<file path="config.mk">
export PLATFORM = sky130hd
export DESIGN_NAME = branch_predictor
export DESIGN_NICKNAME = d
export VERILOG_FILES = /design/src/rtl/branch_predictor.sv
export SDC_FILE = /design/constraint.sdc
export NUM_CORES = 1
export LEC_CHECK = 0
export CAP_MARGIN = 15
export CELL_PAD_IN_SITES_DETAIL_PLACEMENT = 0
export CELL_PAD_IN_SITES_GLOBAL_PLACEMENT = 2
export CORE_AREA = 4 4 159 161
export CTS_CLUSTER_SIZE = 40
export DETAILED_ROUTE_END_ITERATION = 10
export DIE_AREA = 0 0 163 165
export PLACE_DENSITY = 0.85
export SLEW_MARGIN = 30
export SYNTH_ARGS = -nofsm -noshare
export SYNTH_HDL_FRONTEND = slang
export SYNTH_SLANG_ARGS = --single-unit
</file>
<file path="constraint.sdc">
create_clock -name clk -period 15.2 [get_ports clk]
set_input_delay 3.8 -clock clk [delete_from_list [all_inputs] [get_ports clk]]
set_output_delay 3.8 -clock clk [all_outputs]
set_load 0.01 [all_outputs]
</file>
<file path="src/rtl/branch_predictor.sv">
// -----------------------------------------------------------------------------
// branch_predictor
//   Dynamic branch direction predictor built from a table of 2-bit saturating
//   counters indexed by PC[IDX_BITS+1:2]. After reset the table is swept to
//   CNT_INIT, one entry per cycle; the predictor then runs.
//
//   Fetch side   : pc_valid/pc in, registered pred_valid/pred_taken out
//                  (latency 1).
//   Execute side : res_valid/res_pc/res_taken/res_pred_taken in. Trains the
//                  counter, raises a registered one-cycle mispredict pulse and
//                  keeps wrapping 32-bit branch and mispredict counters.
//   ready        : high once the init sweep has finished.
//
// Ports
//   clk, rst                 clock, synchronous active-high reset
//   pc_valid, pc             fetch lookup request
//   pred_valid, pred_taken   registered prediction
//   res_valid, res_pc        resolved conditional branch
//   res_taken                actual outcome from the branch comparator
//   res_pred_taken           prediction that was used for that branch
//   mispredict               registered one-cycle misprediction pulse
//   ready                    predictor operational
//   branch_count             resolved branches since reset
//   mispredict_count         mispredictions since reset
// -----------------------------------------------------------------------------
module branch_predictor #(
    parameter int         IDX_BITS = 6,
    parameter logic [1:0] CNT_INIT = 2'b01
) (
    input  logic        clk,
    input  logic        rst,
    input  logic        pc_valid,
    input  logic [31:0] pc,
    output logic        pred_valid,
    output logic        pred_taken,
    input  logic        res_valid,
    input  logic [31:0] res_pc,
    input  logic        res_taken,
    input  logic        res_pred_taken,
    output logic        mispredict,
    output logic        ready,
    output logic [31:0] branch_count,
    output logic [31:0] mispredict_count
);

    localparam int DEPTH = 1 << IDX_BITS;

    typedef enum logic {
        INIT = 1'b0,
        RUN  = 1'b1
    } state_t;

    state_t              state;
    state_t              state_next;
    logic [IDX_BITS-1:0] ptr;
    logic                run;

    logic [1:0]          cnt_table [DEPTH];

    logic [IDX_BITS-1:0] look_idx;
    logic [IDX_BITS-1:0] res_idx;
    logic [1:0]          cur_cnt;
    logic [1:0]          upd_cnt;
    logic                bypass_hit;
    logic                look_msb;
    logic                wrong;

    logic                tbl_we;
    logic [IDX_BITS-1:0] tbl_waddr;
    logic [1:0]          tbl_wdata;

    // Only the index bits of the PCs feed the table.
    logic                unused_pc_bits;
    assign unused_pc_bits = ^{pc[31:IDX_BITS+2], pc[1:0],
                              res_pc[31:IDX_BITS+2], res_pc[1:0]};

    assign look_idx = pc[IDX_BITS+1:2];
    assign res_idx  = res_pc[IDX_BITS+1:2];
    assign cur_cnt  = cnt_table[res_idx];
    assign wrong    = res_taken ^ res_pred_taken;

    // -------------------------------------------------------------------------
    // FSM: state register
    // -------------------------------------------------------------------------
    // NOTE: clocked state uses non-blocking assignments so every register
    // samples the pre-edge value of every other register.
    always_ff @(posedge clk) begin
        if (rst) begin
            state <= INIT;
        end else begin
            state <= state_next;
        end
    end

    // FSM: next state and outputs
    // NOTE: every signal written here gets a default first, so no path can
    // leave it unassigned and infer a latch.
    always_comb begin
        state_next = state;
        run        = 1'b0;
        ready      = 1'b0;
        case (state)
            INIT: begin
                // The sweep finishes on the cycle that writes the last entry.
                if (ptr == IDX_BITS'(DEPTH - 1)) begin
                    state_next = RUN;
                end
            end
            RUN: begin
                run   = 1'b1;
                ready = 1'b1;
            end
            default: state_next = INIT;
        endcase
    end

    // Sweep pointer: advances only while sweeping.
    always_ff @(posedge clk) begin
        if (rst) begin
            ptr <= '0;
        end else if (state == INIT) begin
            ptr <= ptr + 1'b1;
        end
    end

    // -------------------------------------------------------------------------
    // Counter training: 2-bit saturating increment / decrement
    // -------------------------------------------------------------------------
    always_comb begin
        upd_cnt = cur_cnt;
        if (res_taken) begin
            if (cur_cnt != 2'b11) upd_cnt = cur_cnt + 2'b01;
        end else begin
            if (cur_cnt != 2'b00) upd_cnt = cur_cnt - 2'b01;
        end
    end

    // Single table write port, shared by the init sweep and training.
    always_comb begin
        tbl_we    = 1'b0;
        tbl_waddr = ptr;
        tbl_wdata = CNT_INIT;
        if (!rst) begin
            if (state == INIT) begin
                tbl_we = 1'b1;
            end else if (res_valid) begin
                tbl_we    = 1'b1;
                tbl_waddr = res_idx;
                tbl_wdata = upd_cnt;
            end
        end
    end

    // NOTE: the table has no reset term; the init sweep gives it a defined
    // value, which keeps it mappable onto plain RAM.
    always_ff @(posedge clk) begin
        if (tbl_we) begin
            cnt_table[tbl_waddr] <= tbl_wdata;
        end
    end

    // A lookup hitting the entry trained in the same cycle sees the new value.
    assign bypass_hit = run && res_valid && (res_idx == look_idx);
    assign look_msb   = bypass_hit ? upd_cnt[1] : cnt_table[look_idx][1];

    // -------------------------------------------------------------------------
    // Registered outputs and statistics
    // -------------------------------------------------------------------------
    always_ff @(posedge clk) begin
        if (rst) begin
            pred_valid       <= 1'b0;
            pred_taken       <= 1'b0;
            mispredict       <= 1'b0;
            branch_count     <= '0;
            mispredict_count <= '0;
        end else begin
            pred_valid <= run && pc_valid;
            pred_taken <= run && pc_valid && look_msb;
            mispredict <= run && res_valid && wrong;
            if (run && res_valid) begin
                branch_count <= branch_count + 32'd1;
                if (wrong) begin
                    mispredict_count <= mispredict_count + 32'd1;
                end
            end
        end
    end

endmodule

</file>
==> impl_metrics.ini <==
[yosys]
synthFlopType = edfxtp_1
synthesis.nets = 821
async_flop_share = 0
syn-mean-instance-area_um2 = 12.4
synth.most_common_cell = nor2_1
ys_ff_latch = 202
syn_inst = 748
synth.area.top_cells = edfxtp_1, dfxtp_1, mux4_2
synthesis.area_um2 = 9240
synth_top_area_frac = 0.416
synthDistinctLibCells = 50
synth_top_area_cell = edfxtp_1
yosys_warnings = 0
synth_edf_count = 128
ys_seq_area_frac = 0.576
synthTopCellsByCount = nor2_1, edfxtp_1, dfxtp_1

[die]
die_area_um2 = 26900
die_width_um = 163
io-pin-count = 138
fp-row-count = 57
start_util = 0.386
core_um2 = 24000
dieHeight_um = 165

[placed_design]
place_area_um2 = 10400
hpwl_um = 14000
port-buffer-count = 85
place_congestion = 0.783

[cts]
path_clk_slew_ps = 60
clockBufferDepth = 3
cts_max_level = 1
clock_latency_ps = 500
hold_buffers = 0
cts_buffers = 22
cts_tree = yes
clock_sinks = 202
cts_setup_buffers = 0
cts_resized = 0
clock_tree.root_cell = clkbuf_16

[global_routing]
antenna_found_initial = 0
grt_max_degree = 77
grt_usage = 0.162
grt_pass1_vias = 6107
grt_first_pass_wirelength_um = 34100
grt-ovfl-total = 0

[timing]
slew_headroom = 0.453
skew_ps = 15.3
setup_viol = 0
whs_ps = 507
grt_setup_unrepaired = no
tightest_slew_ps = 820
period_share = 0.455
drv_slew = 0
fmax_ghz = 0.145
setup_tns_ps = 0
period_minus_slack_ps = 6920
finalHoldViolCount = 0

[worst_setup_path]
start_kind = input pin
critical-path-top-delay-family = buffers and inverters
cpPeakStageDelay_ps = 610
reg2reg_slack_ps = 12210
cp.required_ps = 15470
cp_data_arrival_time_ps = 7190
worst-path-stages = 10
r2r-start = cnt_table[48][0]
crit_fanout = 36
critPathSlowestCell = o21ai_4
endpoint = cnt_table[18][0]
path_buf_inv = 3
startpoint = res_pc[4]
critPathCaptureType = register
worst_r2r_endpoint = cnt_table[18][0]
critical_path_class = in -> reg
reg2reg_depth = 7
crit_chain = clkdlybuf4s50_1, buf_4, nor2b_1, a221oi_1, o21ai_0, nand4_1, mux2i_1, a21oi_1, o21ai_4, buf_4
crit_top_cell = buf_4

[job]
drv_cap = 0

[layout]
design_area_um2 = 11000
drive_above_1_share = 0.118
diodes = 0
area_growth_pct = 19.5
fin_util = 0.461
nets = 904
n_fill_cell = 2273

[route]
ant_nets = 0
via_count = 6124
wl_per_cell_um = 18.4
route.detailed.drc = 0
drt_iter0_drc = 476
routed_wirelength_um = 21600
dr.pass1.iters = 5
viasPerCell = 5.23

[power_and_ir_drop]
p_leak_nw = 3.80
vdd_drop_max_v = 0.0000577
p_total_w = 0.00113
p_per_area_nw_per_um2 = 102

[run_status]
status = finished clean

[worst_hold_path]
holdCritPathClass = reg -> reg
[flip-flops by register name (all words and copies together) (netlist names)]
name              flops
pred_valid            1
pred_taken            1
ptr                   6
cnt_table           128
state                 1
mispredict_count     32
mispredict            1
branch_count         32
[stage by stage]
stage / setup WS (ps) / std cells
floorplan: 6670 / 748
global placement: 7820 / 1131
detailed placement: 7780 / 1131
CTS: 8290 / 1171
global route: 8020 / 1171
finish: 8280 / 1171
[logic make-up after synthesis]
logic type / synth area share
simple gates: 0.159
buf+inv: 0.0236
xor+xnor: 0.0625
flops: 0.576
mux: 0.133
fa+ha+maj: 0.00528
compound gates: 0.0399
[report_power, final]
group          switching (W)  internal [W]
registers         0.00000148      0.000578
clock network       0.000206      0.000291
logic              0.0000310     0.0000214
total               0.000238      0.000890
[per-layer routing]
metal,GRT usage,share of wire,up-vias
met5,0,0,-
met4,0.0324,0.016,0
met3,0.0394,0.068,25
met2,0.258,0.46,174
met1,0.227,0.45,3020
li1,-,-,2905
[worst min-delay path by stage]
stage,start,to,slack [ps],cells past startpoint
3_3_place_gp,mispredict_count[15],mispredict_count[15],490,2
5_1_grt,branch_count[1],branch_count[1],550,2
6_report,branch_count[14],branch_count[14],510,2
4_1_cts,branch_count[24],branch_count[24],510,2
2_1_floorplan,ptr[5],ptr[5],510,2
3_5_place_dp,branch_count[24],branch_count[24],490,2
[worst register-to-register path: stages, from the launching register on]
cell	delay, ps
edfxtp_1	410
mux4_2	490
o21ai_0	230
nand4_1	170
mux2i_1	260
a21oi_1	140
o21ai_4	620
buf_4	450
[cell usage in the layout (no fill, tap or decap), types with 3 or more instances in the layout]
cell type and instances:
xnor2_1 30, o21ai_0 19, nand3_1 24, a221oi_1 8, ha_1 3, xor2_1 36
inv_1 8, o21a_1 3, and4_1 4, nor4_2 3, clkdlybuf4s50_1 82, clkinv_1 8
o22ai_1 6, nor3_1 6, buf_4 7, a21oi_1 14, buf_2 3, edfxtp_1 128
nand2b_1 5, nand4_1 15, nand2_1 51, clkinv_2 4, nor2_1 146, clkbuf_16 23
mux4_2 44, dfxtp_1 74, and3_1 8, a21o_1 3, mux2i_1 23, nand3b_1 7
and2_1 3, nor2b_1 8, or3_1 15
[area by class of cell]
class,instances,area [um^2],area share
flip-flops and latches,202,5330,0.482
multi-input cells,505,3720,0.337
repair buffers,92,888,0.0804
clock buffers,25,583,0.0528
well taps,324,405,0.0367
clock inverters,15,95.1,0.00861
inverters,8,30.0,0.00272
Note: power is estimated with default switching activity, not from simulation.
